[src/rtl/uart_rx_param.sv]
// Parametrised UART receiver: 3-sample majority voting, false-start rejection,
// framing/overrun detection and rxne/read_done handshake. Define UART_RX_PARITY_EN for a parity bit.
module uart_rx_param #(
  parameter int unsigned CLK_FREQ   = 50_000_000,
  parameter int unsigned BAUD       = 9600,
  parameter int unsigned DATA_BITS  = 8,
  parameter int unsigned PARITY_ODD = 0
) (
  input  logic                 sys_clk,
  input  logic                 sys_rst_n,
  input  logic                 rx,
  input  logic                 read_done,
  output logic [DATA_BITS-1:0] rx_data,
  output logic                 flag_rxne,
  output logic                 frame_err,
  output logic                 parity_err,
  output logic                 overrun_err
);

  localparam int unsigned BIT_CNT_MAX = CLK_FREQ / BAUD - 1;
  localparam int unsigned HALF        = BIT_CNT_MAX / 2;
  localparam int unsigned CNT_W       = $clog2(BIT_CNT_MAX + 1);

  localparam logic [2:0] IDLE   = 3'd0;
  localparam logic [2:0] START  = 3'd1;
  localparam logic [2:0] DATA   = 3'd2;
  localparam logic [2:0] STOP   = 3'd3;
`ifdef UART_RX_PARITY_EN
  localparam logic [2:0] PARITY = 3'd4;
`endif

  if (DATA_BITS < 5 || DATA_BITS > 8 || PARITY_ODD > 1) begin : g_cfg_err
    $error("uart_rx_param: DATA_BITS must be 5..8 and PARITY_ODD 0 or 1");
  end

  logic                 rx_s1, rx_s2, rx_edge;
  logic [2:0]           state;
  logic [CNT_W-1:0]     cnt;
  logic [2:0]           bit_idx;
  logic [DATA_BITS-1:0] shreg;
  logic                 smp0, smp1;
  logic                 stop_ok, frame_done;
  logic                 rd_q;
  logic                 busy, start_edge, strobe, maj, rd_fall;

  assign busy       = (state != IDLE);
  assign start_edge = (state == IDLE) && !rx_s2 && rx_edge;
  assign strobe     = busy && (cnt == CNT_W'(HALF + 1));
  // Third vote is the live synchronised line at the strobe count.
  assign maj        = (smp0 & smp1) | (smp0 & rx_s2) | (smp1 & rx_s2);
  assign rd_fall    = rd_q & ~read_done;

  always_ff @(posedge sys_clk or negedge sys_rst_n) begin
    if (!sys_rst_n) begin
      rx_s1   <= 1'b1;
      rx_s2   <= 1'b1;
      rx_edge <= 1'b1;
      rd_q    <= 1'b1;
    end else begin
      rx_s1   <= rx;
      rx_s2   <= rx_s1;
      rx_edge <= rx_s2;
      rd_q    <= read_done;
    end
  end

  always_ff @(posedge sys_clk or negedge sys_rst_n) begin
    if (!sys_rst_n) begin
      cnt  <= '0;
      smp0 <= 1'b1;
      smp1 <= 1'b1;
    end else begin
      if (start_edge) begin
        cnt <= '0;
      end else if (busy) begin
        cnt <= (cnt == CNT_W'(BIT_CNT_MAX)) ? '0 : cnt + 1'b1;
      end
      if (busy && cnt == CNT_W'(HALF - 1)) smp0 <= rx_s2;
      if (busy && cnt == CNT_W'(HALF))     smp1 <= rx_s2;
    end
  end

`ifdef UART_RX_PARITY_EN
  logic par_bad;
`endif

  always_ff @(posedge sys_clk or negedge sys_rst_n) begin
    if (!sys_rst_n) begin
      state      <= IDLE;
      bit_idx    <= '0;
      shreg      <= '0;
      stop_ok    <= 1'b0;
      frame_done <= 1'b0;
`ifdef UART_RX_PARITY_EN
      par_bad    <= 1'b0;
`endif
    end else begin
      frame_done <= 1'b0;
      case (state)
        IDLE: begin
          bit_idx <= '0;
          if (start_edge) state <= START;
        end
        START: begin
          if (strobe) state <= maj ? IDLE : DATA;
        end
        DATA: begin
          if (strobe) begin
            shreg   <= {maj, shreg[DATA_BITS-1:1]};
            bit_idx <= bit_idx + 3'd1;
            if (bit_idx == 3'(DATA_BITS - 1)) begin
`ifdef UART_RX_PARITY_EN
              state <= PARITY;
`else
              state <= STOP;
`endif
            end
          end
        end
`ifdef UART_RX_PARITY_EN
        PARITY: begin
          if (strobe) begin
            par_bad <= maj ^ (^shreg) ^ (PARITY_ODD != 0);
            state   <= STOP;
          end
        end
`endif
        STOP: begin
          // Leave at mid-stop so a start bit straight after the stop bit is caught.
          if (strobe) begin
            stop_ok    <= maj;
            frame_done <= 1'b1;
            state      <= IDLE;
          end
        end
        default: state <= IDLE;
      endcase
    end
  end

`ifdef UART_RX_PARITY_EN
  always_ff @(posedge sys_clk or negedge sys_rst_n) begin
    if (!sys_rst_n) begin
      parity_err <= 1'b0;
    end else if (frame_done && (!flag_rxne || rd_fall)) begin
      parity_err <= par_bad;
    end
  end
`else
  assign parity_err = 1'b0;
`endif

  // A read_done fall in the same cycle as frame_done frees the buffer first.
  always_ff @(posedge sys_clk or negedge sys_rst_n) begin
    if (!sys_rst_n) begin
      rx_data     <= '0;
      flag_rxne   <= 1'b0;
      frame_err   <= 1'b0;
      overrun_err <= 1'b0;
    end else if (frame_done) begin
      if (!flag_rxne || rd_fall) begin
        rx_data   <= shreg;
        frame_err <= !stop_ok;
        flag_rxne <= 1'b1;
        if (rd_fall) overrun_err <= 1'b0;
      end else begin
        overrun_err <= 1'b1;
      end
    end else if (rd_fall) begin
      flag_rxne   <= 1'b0;
      overrun_err <= 1'b0;
    end
  end

endmodule

[config.mk]
export PLATFORM = sky130hd
export DESIGN_NAME = uart_rx_param
export DESIGN_NICKNAME = d
export VERILOG_FILES = /design/src/rtl/uart_rx_param.sv
export SDC_FILE = /design/constraint.sdc
export NUM_CORES = 1
export LEC_CHECK = 0
export ABC_AREA = 1
export CAP_MARGIN = 20
export CORE_ASPECT_RATIO = 0.5
export CORE_MARGIN = 8
export CORE_UTILIZATION = 58
export CTS_CLUSTER_SIZE = 20
export DETAILED_ROUTE_END_ITERATION = 7
export PLACE_DENSITY_LB_ADDON = 0.1
export SYNTH_ARGS = -nofsm -noshare
export SYNTH_HDL_FRONTEND = slang
export SYNTH_SLANG_ARGS = --single-unit
[constraint.sdc]
create_clock -name sys_clk -period 1.9 [get_ports sys_clk]
set_clock_uncertainty 0.1 [all_clocks]
set_input_delay 0.38 -clock sys_clk [delete_from_list [all_inputs] [get_ports sys_clk]]
set_output_delay 0.38 -clock sys_clk [all_outputs]
set_load 0.1 [all_outputs]
==> impl_metrics.toml, run 1 <==
[outcome]
status = "completed"

[synthesis]
synthAdderAreaFrac_pct = 2.80
synth_compound_area_share_pct = 9.45
synth_flop_cell = "dfrtp_1"
ys.warnings.count = 0
syn-cell-area_mm2 = 0.00224
synth_mux_area_share_pct = 0.503
syn_inst = 262
synth_simple_gate_area_share_pct = 26.7
syn_nets = 271
synth.yosys.seq_area_share_pct = 50.7
synth_xor_area_share_pct = 1.17
synth_top_family_by_area = "simple AND/OR/NAND/NOR gates"
ys_ff_latch = 45
synth_area_per_cell_um2 = 8.54
synth_cell_types = 30
synth_edf_count = 0
ys_async_sr_fraction_pct = 100

[global_route]
grt_pass1_vias = 1690
antenna_found_initial = 0
grt_max_degree = 46
grt_first_pass_wirelength_mm = 7.47
track_usage_pct = 14.8
grt_overflow = 0

[worst_setup_path]
startpoint_type = "register"
crit_path_end_kind = "register"
path_max_fanout = 15
critPathRequiredTime_ns = 2.04
critPathKind = "reg2reg"
worst_ep_arrival_time_ns = 1.90

[clock_tree]
cts_num_sinks = 45
h-tree-depth = 2
cts_buffers = 5
hold_buffers = 1
cts_tree = "yes"
clock_latency_ns = 0.29
post_cts_buffers = 0
clk_path_buf_depth = 2
cts_resized = 0
clockRootBuffer = "clkbuf_8"
path_clk_slew_ns = 0.09

[timing]
finalWorstSetupSlack_ns = 0.144
slew_viol_final = 0
period_needed_ns = 1.76
period_share_pct = 92.4
rsz0062_at_grt = "no"
hold_viol = 0
finalSetupTns_ns = 0
setup_violations = 0
max_freq_ghz = 0.569

[layout]
nets = 294
stdcell_count = 340
antenna_cells = 0
drive_gt1_share_pct = 22.0
area_growth_syn_to_layout_pct = 19.0
multi_input_area_um2 = 913
final-seq-area_mm2 = 0.00113
nFillCells = 296

[floorplanning]
pin_count = 16
row_count = 16
die_area_mm2 = 0.00622
core_mm2 = 0.00380
die_h_um = 59.9
initial_core_util_pct = 58.8
die_w_um = 104

[pwr]
power_frac_seq_pct = 51.0
pwr_density_cell_mw_per_mm2 = 900
p_switching_uw = 862
power_mw = 2.40
power.leakage_nw = 1.29
clkPwrFrac_pct = 24.6
power.internal_mw = 1.53
pwr-share-comb_pct = 24.4
peakVddDrop_uv = 488
p_sw_share_pct = 36.0

[routing]
post_drt_wl_per_cell_um = 12.3
antenna_left = 0
drt_iter0_markers = 57
vias = 1700
wl_mm = 4.17
firstDrtPassIters = 4
vias_per_cell = 5.00
route.detailed.drc = 0

[min_path]
hold_class = "reg2reg"

[run]
maxCapViolations = 0

[placement]
hpwl_mm = 3.08
io_buffer_count = 14
gp_congestion = 0.911
dp_slack_ns = 0.151
dp_cells = 331
flip-flops by register name (all words and copies together) (netlist names), 2 cells and up:
signal / flops
cnt: 13
bit_idx: 3
shreg: 8
state: 2
rx_data: 8
cell families after synthesis:
logic type	after synthesis
AOI/OAI and AO/OA	35
xor gates and xnor gates	3
adders and majority gates	5
buffers and inverters	43
DFF	45
muxes	1
other	1
and+or+nand+nor	129
cell usage in the layout, fill, tap and decap left out, types with 6 or more instances in the layout:
| master | count |
|---|---|
| nand2_1 | 75 |
| dfrtp_1 | 38 |
| inv_1 | 29 |
| nand3_1 | 23 |
| o21ai_0 | 20 |
| buf_12 | 12 |
| nor2_1 | 11 |
| inv_2 | 9 |
| o21ai_2 | 8 |
| nand4_1 | 6 |
| dfstp_2 | 6 |
final timing paths:
kind	start	endpoint	slack (ns)	depth (start not counted)
min in group asynchronous	sys_rst_n	cnt[10]$_DFFE_PN0P_	0.48	3
max in group asynchronous	sys_rst_n	rx_edge$_DFF_PN1_	0.94	3
max reg2reg	cnt[0]$_DFFE_PN0P_	shreg[2]$_DFFE_PN0P_	0.14	9
min reg2reg	rx_s1$_DFF_PN1_	rx_s2$_DFF_PN1_	0.26	0
min	rx_s1$_DFF_PN1_	rx_s2$_DFF_PN1_	0.26	0
max	cnt[0]$_DFFE_PN0P_	shreg[2]$_DFFE_PN0P_	0.14	9
cell type report:
class / instances / area share (%)
Clock buffer: 5 / 2.59
Clock inverter: 3 / 0.799
Inverter: 38 / 5.36
Multi-Input combinational cell: 174 / 34.3
Sequential cell: 45 / 42.6
Tap cell: 54 / 2.54
Timing Repair Buffer: 21 / 11.8
routing by layer:
metal | track usage [%] | part of all wire [%] | vias to the layer above
li1 | - | - | 881
met1 | 18.2 | 48 | 791
met2 | 25.2 | 47 | 24
met3 | 3.87 | 4.1 | 4
met4 | 4.68 | 0.50 | 0
met5 | 0 | 0 | -
metrics by stage:
stage	hold slack [ns]	util, %	cell area, um2
4_1_cts	0.261	70.0	2660
6_report	0.260	70.0	2660
3_3_place_gp	0.247	67.3	2560
3_5_place_dp	0.251	67.3	2560
5_1_grt	0.271	70.0	2660
2_1_floorplan	-0.0156	-	2240
power groups by stage:
stage	sequential (mW)	clock, mW	combinational (mW)
after floorplan	1.17	0	0.510
after global placement	1.23	0	0.578
after detailed placement	1.23	0	0.591
after CTS	1.22	0.609	0.593
after global routing	1.24	0.648	0.670
final	1.22	0.589	0.586
synth_stat cells, drive strengths merged (2+ instances only):
cell / number / area, um2
inv: 38 / 143
o22ai: 5 / 31.3
dfstp: 6 / 158
ha: 5 / 62.6
or2: 2 / 12.5
nand3: 24 / 125
xor2: 2 / 17.5
nand2: 79 / 312
buf: 4 / 43.8
nor3: 2 / 10.0
dfrtp: 39 / 976
o21ai: 30 / 180
nand4: 6 / 37.5
nor2: 16 / 101
worst max-delay path, cell delays in order (launching register included):
cell and delay (ns):
dfrtp_1 0.43, inv_1 0.12, ha_1 0.17, nand3_2 0.09, nor2_4 0.18, nand2_4 0.09
nor2_8 0.23, buf_4 0.20, o21ai_2 0.06, inv_2 0.04
No activity file was read; power rests on OpenSTA's default activity.
==> run 2: changes to the inputs <==
GPL_ROUTABILITY_DRIVEN = 0   (was unset)
==> impl_metrics.toml, run 2 (synthesized netlist as in run 1, its figures left out) <==
[outcome]
status = "completed"

[placement]
hpwl_mm = 3.10
place_area_mm2 = 0.00255
dp_slack_ns = 0.148
io_buffer_count = 14
dp_cells = 330

[worst_setup_path]
crit_path_end_kind = "register"
reg2reg_depth = 9
rrSetupSlack_ns = 0.15
r2r-end = "shreg[3]$_DFFE_PN0P_"
r2r-start = "cnt[0]$_DFFE_PN0P_"
critPathKind = "reg2reg"
worst_ep_arrival_time_ns = 1.89
startpoint_type = "register"
crit_path_end = "shreg[3]$_DFFE_PN0P_"
cp-startpoint = "cnt[0]$_DFFE_PN0P_"
path_max_fanout = 15
slowest_delay_ns = 0.43
critPathRequiredTime_ns = 2.04
worstPathCellList = "inv_1, ha_1, nand3_2, nor2_4, nand2_4, nor2_8, buf_4, o21ai_2, inv_2"
slowest_stage = "dfrtp_1"

[timing]
rsz0062_at_grt = "no"
finalWorstSetupSlack_ns = 0.153
max_freq_ghz = 0.572
setup_violations = 0
period_share_pct = 92.0
hold_viol = 0
finalSetupTns_ns = 0
period_needed_ns = 1.75
slew_viol_final = 0

[pwr]
power.internal_mw = 1.67
pwr-share-comb_pct = 23.9
p_sw_share_pct = 34.1
pwr_density_cell_mw_per_mm2 = 947
power_frac_seq_pct = 48.5
power.leakage_nw = 1.30
p_switching_uw = 863
clkPwrFrac_pct = 27.6
peakVddDrop_uv = 500

[layout]
top_register = "cnt"
drive_gt1_share_pct = 21.4
area_growth_syn_to_layout_pct = 19.6
layout_commonest_cell = "nand2_1"
nets = 293
antenna_cells = 0
final_util_pct = 70.3
largest_reg_flops = 13
mostFrequentLayoutCells = "75 x nand2_1, 38 x dfrtp_1, 29 x inv_1"
fin_area_mm2 = 0.00268
stdcell_count = 339
reg_top3 = "cnt x13, rx_data x8, shreg x8"

[clock_tree]
path_clk_slew_ns = 0.08
hold_buffers = 1
cts_resized = 0
clock_latency_ns = 0.29
clk_path_buf_depth = 2
h-tree-depth = 2
cts_buffers = 5
clockRootBuffer = "clkbuf_8"
cts_tree = "yes"
cts_num_sinks = 45
post_cts_buffers = 0

[floorplanning]
core_mm2 = 0.00380
die_area_mm2 = 0.00622
die_h_um = 59.9
pin_count = 16
die_w_um = 104
initial_core_util_pct = 58.8
row_count = 16

[global_route]
grt_overflow = 0
grt_pass1_vias = 1717
track_usage_pct = 14.5
antenna_found_initial = 0
grt_first_pass_wirelength_mm = 7.43
grt_max_degree = 46

[routing]
firstDrtPassIters = 4
vias_per_cell = 5.06
drt_iter0_markers = 49
wl_mm = 4.11
vias = 1715
post_drt_wl_per_cell_um = 12.1
route.detailed.drc = 0
antenna_left = 0

[run]
maxCapViolations = 0

[min_path]
hold_class = "reg2reg"
-- run 2: cell count changes in the layout (fill, tap and decap cells not counted), sizes merged --
cell,change
inv,-1
buf,-1
clkbuf,+1
bufinv,+1
clkinvlp,-1
-- run 2: area by class of cell --
| type | count | area (um2) |
|---|---|---|
| Clock buffer | 6 | 72.6 |
| Clock inverter | 2 | 38.8 |
| Fill cell | 295 | 1130 |
| Inverter | 38 | 143 |
| Multi-Input combinational cell | 174 | 913 |
| Sequential cell | 45 | 1130 |
| Tap cell | 54 | 67.6 |
| Timing Repair Buffer | 20 | 305 |
-- run 2: power by group through the flow --
stage / Clock (mW) / Combinational [mW] / Sequential, mW
finish: 0.699 / 0.604 / 1.23
global route: 0.759 / 0.688 / 1.25
CTS: 0.730 / 0.608 / 1.23
detailed placement: 0 / 0.599 / 1.24
global placement: 0 / 0.578 / 1.23
floorplan: 0 / 0.510 / 1.17
-- run 2: metrics by stage --
step | power [mW] | hold slack, ns
finish | 2.53 | 0.261
global route | 2.70 | 0.266
CTS | 2.56 | 0.261
detailed placement | 1.84 | 0.258
global placement | 1.81 | 0.246
floorplan | 1.68 | -0.0156
-- run 2: metal layers --
layer,part of all wire (%),GRT usage (%),vias up
met5,0,0,-
met4,0.58,3.46,0
met3,3.8,4.19,4
met1,47,16.9,803
li1,-,-,879
met2,49,26.2,29
-- run 2: critical path, delay by kind of cell, from the launching register on --
family	cells	cell delay [ns]
compound gates	1	0.06
fa+ha+maj	1	0.17
buf+inv	3	0.36
flops	1	0.43
simple gates	4	0.58
-- run 2: worst min-delay path by stage --
stage	startpoint	to	slack [ns]	depth (start not counted)
after floorplan	sys_rst_n	bit_idx[0]$_DFFE_PN0P_	-0.02	0
after global placement	rx_s1$_DFF_PN1_	rx_s2$_DFF_PN1_	0.25	0
after detailed placement	rx_s1$_DFF_PN1_	rx_s2$_DFF_PN1_	0.26	0
after CTS	rx_s1$_DFF_PN1_	rx_s2$_DFF_PN1_	0.26	0
after global routing	rx_s1$_DFF_PN1_	rx_s2$_DFF_PN1_	0.27	0
final	rx_s1$_DFF_PN1_	rx_s2$_DFF_PN1_	0.26	0
